--- src/rtl/load_store_unit_if.sv ---
// load_store_unit_if: word-organised data-memory req/ack bus between the LSU (master) and memory (slave).
interface load_store_unit_if #(parameter int DATA_WIDTH = 32);
    logic                    mem_req;
    logic                    mem_we;
    logic [DATA_WIDTH-1:0]   mem_addr;
    logic [DATA_WIDTH/8-1:0] mem_be;
    logic [DATA_WIDTH-1:0]   mem_wdata;
    logic                    mem_ack;
    logic [DATA_WIDTH-1:0]   mem_rdata;
    modport master (output mem_req, mem_we, mem_addr, mem_be, mem_wdata, input mem_ack, mem_rdata);
    modport slave (input mem_req, mem_we, mem_addr, mem_be, mem_wdata, output mem_ack, mem_rdata);
endinterface

--- src/rtl/load_store_unit.sv ---
// load_store_unit: RV32I memory-stage loads/stores over a req/ack word bus with lane steering and extension.
module load_store_unit #(parameter int DATA_WIDTH = 32) (
    input  logic                  clk,
    input  logic                  reset,
    input  logic                  ex_valid,
    input  logic                  MemRead,
    input  logic                  MemWrite,
    input  logic [2:0]            Funct3,
    input  logic [DATA_WIDTH-1:0] ALUResult,
    input  logic [DATA_WIDTH-1:0] WriteData,
    output logic                  lsu_busy,
    output logic [DATA_WIDTH-1:0] ReadData,
    output logic                  rd_valid,
    output logic                  lsu_err,
    load_store_unit_if.master     mem
);
    typedef enum logic {IDLE, WAIT} state_t;
    state_t                state_q, state_d;
    logic                  we_q, we_d, rd_valid_q, rd_valid_d, err_q, err_d;
    logic [3:0]            be_q, be_d;
    logic [1:0]            lane_q, lane_d;
    logic [2:0]            f3_q, f3_d;
    logic [DATA_WIDTH-1:0] addr_q, addr_d, wdata_q, wdata_d, rdata_q, rdata_d;
    logic                  accept, illegal, misaligned, fault, start, done;
    logic [3:0]            be_acc;
    logic [DATA_WIDTH-1:0] wdata_acc, lane_word, load_ext;
    always_comb begin
        accept     = state_q == IDLE && ex_valid && (MemRead || MemWrite);
        illegal    = MemWrite ? (Funct3[2] || Funct3[1:0] == 2'b11) : (Funct3[1:0] == 2'b11 || Funct3[2:1] == 2'b11);
        misaligned = (Funct3[1:0] == 2'b01 && ALUResult[0]) || (Funct3[1:0] == 2'b10 && ALUResult[1:0] != 2'b00);
        fault      = illegal || misaligned;
        start      = accept && !fault;
        done       = state_q == WAIT && mem.mem_ack;
        be_acc     = Funct3[1:0] == 2'b00 ? 4'b0001 << ALUResult[1:0] :
                     Funct3[1:0] == 2'b01 ? (ALUResult[1] ? 4'b1100 : 4'b0011) : 4'b1111;
        wdata_acc  = Funct3[1:0] == 2'b00 ? {4{WriteData[7:0]}} :
                     Funct3[1:0] == 2'b01 ? {2{WriteData[15:0]}} : WriteData;
        // Unsigned variants have Funct3[2] set, which suppresses the sign fill
        lane_word  = mem.mem_rdata >> {lane_q, 3'b000};
        load_ext   = f3_q[1:0] == 2'b00 ? {{24{~f3_q[2] & lane_word[7]}}, lane_word[7:0]} :
                     f3_q[1:0] == 2'b01 ? {{16{~f3_q[2] & lane_word[15]}}, lane_word[15:0]} : lane_word;
        state_d    = done ? IDLE : start ? WAIT : state_q;
        we_d       = start ? MemWrite : we_q;
        addr_d     = start ? {ALUResult[DATA_WIDTH-1:2], 2'b00} : addr_q;
        be_d       = start ? be_acc : be_q;
        wdata_d    = start ? wdata_acc : wdata_q;
        lane_d     = start ? ALUResult[1:0] : lane_q;
        f3_d       = start ? Funct3 : f3_q;
        rd_valid_d = done && !we_q;
        rdata_d    = rd_valid_d ? load_ext : rdata_q;
        err_d      = accept && fault;
    end
    always_ff @(posedge clk or negedge reset) begin
        if (!reset) begin
            state_q    <= IDLE;
            we_q       <= 1'b0;
            addr_q     <= '0;
            be_q       <= '0;
            wdata_q    <= '0;
            lane_q     <= '0;
            f3_q       <= '0;
            rdata_q    <= '0;
            rd_valid_q <= 1'b0;
            err_q      <= 1'b0;
        end else begin
            state_q    <= state_d;
            we_q       <= we_d;
            addr_q     <= addr_d;
            be_q       <= be_d;
            wdata_q    <= wdata_d;
            lane_q     <= lane_d;
            f3_q       <= f3_d;
            rdata_q    <= rdata_d;
            rd_valid_q <= rd_valid_d;
            err_q      <= err_d;
        end
    end
    assign lsu_busy      = reset && (start || (state_q == WAIT && !mem.mem_ack));
    assign ReadData      = rdata_q;
    assign rd_valid      = rd_valid_q;
    assign lsu_err       = err_q;
    assign mem.mem_req   = state_q == WAIT;
    assign mem.mem_we    = we_q;
    assign mem.mem_addr  = addr_q;
    assign mem.mem_be    = be_q;
    assign mem.mem_wdata = wdata_q;
endmodule

--- src/flat_wrapper.sv ---
// flat-port wrapper written by rule: the top's interface ports become plain ports
module load_store_unit_flat 
#(parameter int DATA_WIDTH = 32)
  (clk, reset, ex_valid, MemRead, MemWrite, Funct3, ALUResult, WriteData, lsu_busy, ReadData, rd_valid, lsu_err, mem_mem_req, mem_mem_we, mem_mem_addr, mem_mem_be, mem_mem_wdata, mem_mem_ack, mem_mem_rdata);
  load_store_unit_if #(.DATA_WIDTH(DATA_WIDTH)) mem_i ();
  input  logic clk;
  input  logic reset;
  input  logic ex_valid;
  input  logic MemRead;
  input  logic MemWrite;
  input  logic [2:0] Funct3;
  input  logic [DATA_WIDTH-1:0] ALUResult;
  input  logic [DATA_WIDTH-1:0] WriteData;
  output logic lsu_busy;
  output logic [DATA_WIDTH-1:0] ReadData;
  output logic rd_valid;
  output logic lsu_err;
  output wire logic [$bits(mem_i.mem_req)-1:0] mem_mem_req;
  output wire logic [$bits(mem_i.mem_we)-1:0] mem_mem_we;
  output wire logic [$bits(mem_i.mem_addr)-1:0] mem_mem_addr;
  output wire logic [$bits(mem_i.mem_be)-1:0] mem_mem_be;
  output wire logic [$bits(mem_i.mem_wdata)-1:0] mem_mem_wdata;
  input wire logic [$bits(mem_i.mem_ack)-1:0] mem_mem_ack;
  input wire logic [$bits(mem_i.mem_rdata)-1:0] mem_mem_rdata;
  assign mem_mem_req = mem_i.mem_req;
  assign mem_mem_we = mem_i.mem_we;
  assign mem_mem_addr = mem_i.mem_addr;
  assign mem_mem_be = mem_i.mem_be;
  assign mem_mem_wdata = mem_i.mem_wdata;
  assign mem_i.mem_ack = mem_mem_ack;
  assign mem_i.mem_rdata = mem_mem_rdata;
  load_store_unit #(.DATA_WIDTH(DATA_WIDTH)) u_core (.clk(clk), .reset(reset), .ex_valid(ex_valid), .MemRead(MemRead), .MemWrite(MemWrite), .Funct3(Funct3), .ALUResult(ALUResult), .WriteData(WriteData), .lsu_busy(lsu_busy), .ReadData(ReadData), .rd_valid(rd_valid), .lsu_err(lsu_err), .mem(mem_i));
endmodule
--- config.mk ---
export PLATFORM = sky130hd
export DESIGN_NAME = load_store_unit_flat
export DESIGN_NICKNAME = d
export VERILOG_FILES = /design/src/rtl/load_store_unit_if.sv /design/src/rtl/load_store_unit.sv /design/src/flat_wrapper.sv
export SDC_FILE = /design/constraint.sdc
export NUM_CORES = 1
export LEC_CHECK = 0
export CAP_MARGIN = 20
export CORE_ASPECT_RATIO = 0.5
export CORE_MARGIN = 1
export CORE_UTILIZATION = 43
export DETAILED_ROUTE_END_ITERATION = 6
export PLACE_DENSITY = 0.76
export SKIP_CTS_REPAIR_TIMING = 1
export SYNTH_ARGS = -nofsm -noshare
export SYNTH_HDL_FRONTEND = slang
export SYNTH_SLANG_ARGS = --single-unit
--- constraint.sdc ---
create_clock -name clk -period 2.55 [get_ports clk]
set_clock_uncertainty 0.1 [all_clocks]
set_input_delay 0.51 -clock clk [delete_from_list [all_inputs] [get_ports clk]]
set_output_delay 0.51 -clock clk [all_outputs]
set_load 0.03 [all_outputs]
# Word level (Yosys, flattened, before mapping)
# Cells that the tools add are included.
[op_classes]
n_eq_ne = 5
shifts = 2
mux = 10
bitwise_logic = 4
reduce_logical = 23
[ops]
columns = ["cell", "count"]
rows = [
  ["2-to-1 mux 32 bit", 4],
  ["right shift 32 x 5 -> 32 bit", 1],
  ["2-to-1 mux 4 bit", 3],
  ["logical AND 1 bit", 10],
  ["equality test 2 bit, second input constant", 3],
  ["logical OR 1 bit", 6],
  ["equality test 2 x 1 -> 1 bit, second input constant", 2],
  ["zero test 2 bit", 2],
  ["nonzero test 2 bit", 2],
  ["left shift 1 x 2 -> 4 bit, first input constant", 1],
  ["zero test 1 bit", 3],
  ["2-to-1 mux 1 bit", 3],
  ["bitwise AND 1 bit", 2],
  ["NOT 1 bit", 2],
]
[totals]
reg_bits = 107
inputBits = 105
output_inout_bits = 105
word_cells = 54

# Longest topological paths before layout
[depth]
ltp_word = 8
ltp_mapped = 7
mapped_depth_nobuf = 4

# Least setup slack after synthesis
# No wires, ideal clock.
[synth_timing]
path_type = "input to output"
start = "input port Funct3[0]"
end = "output port lsu_busy"
arrival_time_ns = 1.770
required_time_ns = 1.940
path_slack_ns = 0.170
cell_stages = 7
path_buffers = 3
path_cell_list = "clkbuf_1 -> a221oi_2 -> o2111ai_1 -> buf_4 -> buf_6 -> o21ai_0 -> and2_1"
[synth_via]
elab_chain_cells = 8
elab_cells_between_ends = 14
classes_between = "3 x eq/ne; 1 x mux; 10 x reduce/logical"
[synth_rtl]
columns = ["item", "line", "rtl"]
rows = [
  ["from (decl)", "flat_wrapper.sv:11", "input logic [2:0] Funct3;"],
  ["equality test 2 bit (tied with other cells)", "load_store_unit.sv:29", "illegal = MemWrite ? (Funct3[2] || Funct3[1:0] == 2'b11) : (Funct3[1:0] == 2'b11 || Funct3[2:1] == 2'b11);"],
  ["logical OR 1 bit / logical AND 1 bit (equally long branches)", "load_store_unit.sv:29, load_store_unit.sv:30", ""],
  ["2-to-1 mux 1 bit / logical OR 1 bit (equally long branches)", "load_store_unit.sv:29, load_store_unit.sv:30", ""],
  ["logical OR 1 bit *", "load_store_unit.sv:31", "fault = illegal || misaligned;"],
  ["zero test 1 bit *", "load_store_unit.sv:32", "start = accept && !fault;"],
  ["logical AND 1 bit *", "load_store_unit.sv:32", ""],
  ["logical OR 1 bit *", "load_store_unit.sv:78", "assign lsu_busy = reset && (start || (state_q == WAIT && !mem.mem_ack));"],
  ["logical AND 1 bit *", "load_store_unit.sv:78", ""],
  ["to (decl)", "flat_wrapper.sv:14", "output logic lsu_busy;"],
]
# Mark *: on every way between the ends. The rest lies on a longest branch, timed or not.

# Final worst setup path
[layout_timing]
start = "input port Funct3[1]"
end = "output port lsu_busy"
# Same word-level chain as after synthesis.

==> results.md <==
- Synthesized area per cell: 11.36 sq um
- CP cell instances: clkdlybuf4s50_1 > a221oi_4 > o2111ai_4 > o21ai_2 > and2_1 > buf_6
- Die Height: 79.19 microns
- DRT iter0 DRCs: 214
- Layout Cells excl Fill: 820
- Crit path max fanout: 3
- Sequential share of the synthesized area: 52.26%
- Post-Place Cells: 804
- Site row count: 27
- Final hold violation count: 0
- Layout cells sized above 1: 14.37%
- Synth Flop Type: dfrtp_1
- GR Util All Layers: 23.57%
- Fin area: 7730 sq um
- DRC violation count after routing: 0
- Required @ worst endpoint: 1.94 ns
- Sink Count: 107
- Gp weighted congestion: 0.8715
- Met2 WL: 6963 microns
- Area Growth Syn to Fin: 50.87%
- Chip width: 156.4 microns
- DRT Pass-1 Iters: 4
- Largest net degree at the start of global routing: 108
- Met3 WL: 577 microns
- FF+latch count, synth: 107
- Routed met1 length: 6372 microns
- First-pass GRT wire length: 22250 microns
- Antenna cells: 0
- Reg2reg start: u_core.lane_q[0]
- Nature of the critical path endpoint: primary output
- Wire length per cell: 17.08 microns
- Final setup fails: 0
- Post-synth EDFFs: 0
- CTS tree: built
- Area after DPL: 7421 sq um
- Critical R2R Capture: u_core.ReadData[2]
- WHS: 0.1682 ns
- Routed vias/inst: 4.987
- Mapped Cells: 451
- Io pins: 210
- Yosys warning count: 0
- Worst Path Arrival: 1.78 ns
- Crit share post-route: 93.78%
- Maximum clock frequency: 418.2 MHz
- Routed WL: 14010 microns
- Max-slew headroom: 38.61%
- Reg2Reg Setup Slack: 0.57 ns
- Buf/Inv on CP: 2
- Most frequent cells in the layout: 200 x clkdlybuf4s50_1, 107 x dfrtp_1, 48 x nand2_1, 44 x o21ai_0, 42 x mux2i_1
- Clk slew on worst S/H paths: 0.07 ns
- Largest stage delay, worst path: 0.46 ns
- IO buf count: 207
- Final ANT Viol Nets: 0
- Most common cell after layout, fill and taps aside: clkdlybuf4s50_1
- Post-synthesis async set-or-reset flop share: 100.0%
- Top Layer Used: met4
- Actual slew at the worst max-slew pin: 0.9175 ns
- CP Depth: 6
- Crit path time final: 2.391 ns
- Filler Cell Count: 882
- DR vias: 4089
- Slew Limit Fails: 0
- RSZ-0062 raised after global routing: false
- Family with the most delay on the worst path: buffers and inverters
- Die footprint: 12380 sq um
- Worst vdd ir: 454.2 uV
- Core utilization of the finished layout: 68.51%
- Worst-skew pair later-pin latency: 0.34 ns
- Total power: 7.675 mW
- TritonCTS Buffers: 9
- H-tree depth: 3
- Status: completed
- Worst setup SP type: primary input
- P_leak: 3.488 nW
- Number of global-route vias before repair: 4147
- Power Density: 992.9 nW/um^2
- Starting Density: 45.41%
- CP max-delay cell: clkdlybuf4s50_1
- Root Buffer Master: clkbuf_16
- Max Cap Violations: 0
- Cell variety after synth: 37
- Longest Clk Path Bufs: 2
- Worst hold path type: primary input to asynchronous set/reset pin
- GR Overflow Total: 0
- R2r worst-path depth: 4
- Dpl hpwl: 10170 microns
- NumNets Final: 761
- Critical path type: primary input to primary output
- Initial antenna violation count: 0
- Post-Syn Area: 5124 sq um
- Placeable core region: 11280 sq um
==> flip-flops by register name, indices dropped and copies added (netlist names) <==
name / flops
u_core.mem.mem_addr: 30
u_core.ReadData: 32
u_core.mem.mem_req: 1
u_core.rd_valid: 1
u_core.lane_q: 2
u_core.mem.mem_be: 4
u_core.mem.mem_wdata: 32
u_core.f3_q: 3
u_core.mem.mem_we: 1
u_core.lsu_err: 1
==> worst max-delay path by stage <==
| stage | startpoint | slack (ns) | end |
|---|---|---|---|
| floorplan | Funct3[0] | 0.17 | lsu_busy |
| global placement | Funct3[2] | -0.01 | lsu_busy |
| detailed placement | Funct3[2] | -0.05 | lsu_busy |
| CTS | Funct3[2] | -0.06 | lsu_busy |
| global route | Funct3[1] | 0.1 | lsu_busy |
| finish | Funct3[1] | 0.16 | lsu_busy |
==> cells by family (layout without fill, tap and decap cells) <==
logic type | count (synthesis) | in the layout | synth area share [%]
AOI/OAI and AO/OA | 93 | 93 | 10.65
buffers and inverters | 37 | 246 | 3.931
DFF | 107 | 107 | 52.26
muxes | 93 | 93 | 22.64
other | 1 | 2 | 0.07319
and+or+nand+nor | 120 | 120 | 10.45
==> layer usage <==
layer | vias up | global-route usage [%]
met5 | - | 0
met4 | 0 | 4.902
met3 | 6 | 5.513
met2 | 97 | 39.55
met1 | 1998 | 31.24
li1 | 1988 | -
==> worst reg2reg max path, cell delays in order (launching register included) <==
cell,delay (ns)
dfrtp_1,0.80
buf_4,0.34
mux2_2,0.38
a21oi_1,0.14
o21ai_0,0.10
==> stage by stage <==
stage / setup slack (ns) / setup TNS [ns]
after global placement: -0.01130 / -0.01130
after global routing: 0.09681 / 0
final: 0.1585 / 0
after detailed placement: -0.05376 / -0.05376
after CTS: -0.06409 / -0.06409
after floorplan: 0.1700 / 0
==> power by group <==
| part | internal [mW] | switching (mW) | leakage (nW) |
|---|---|---|---|
| clock network | 0.668 | 0.643 | 0.118 |
| registers | 2.27 | 0.390 | 1.30 |
| logic | 1.72 | 1.99 | 2.07 |
==> layout make-up <==
cell class                      instances  area [sq um]  share of cell area [%]
Clock buffer                           11         232.7                   3.011
Clock inverter                          5         38.79                  0.5018
Inverter                                3         11.26                  0.1457
Multi-Input combinational cell        308          2287                   29.59
Sequential cell                       107          2678                   34.64
Tap cell                              159         198.9                   2.574
Timing Repair Buffer                  227          2283                   29.54
==> synthesized netlist by cell type (3+ instances only) <==
master    instances  area share (%)
dfrtp_1         107              52
nand2_1          48             3.5
o21ai_0          45             4.4
mux2i_1          42             8.2
mux2_4           41              12
nor2_1           37             2.7
a21oi_1          27             2.6
clkbuf_1         14             1.0
nand3_1          12             1.2
buf_2            11             1.1
mux2_2            9             2.0
a221o_1           7             1.4
and2_1            6            0.73
buf_6             5             1.1
nor2b_1           4            0.49
o22ai_1           4            0.49
buf_4             3            0.44
inv_1             3            0.22
nand3b_1          3            0.44
nor3_1            3            0.29
No activity file was read; power rests on OpenSTA's default activity.
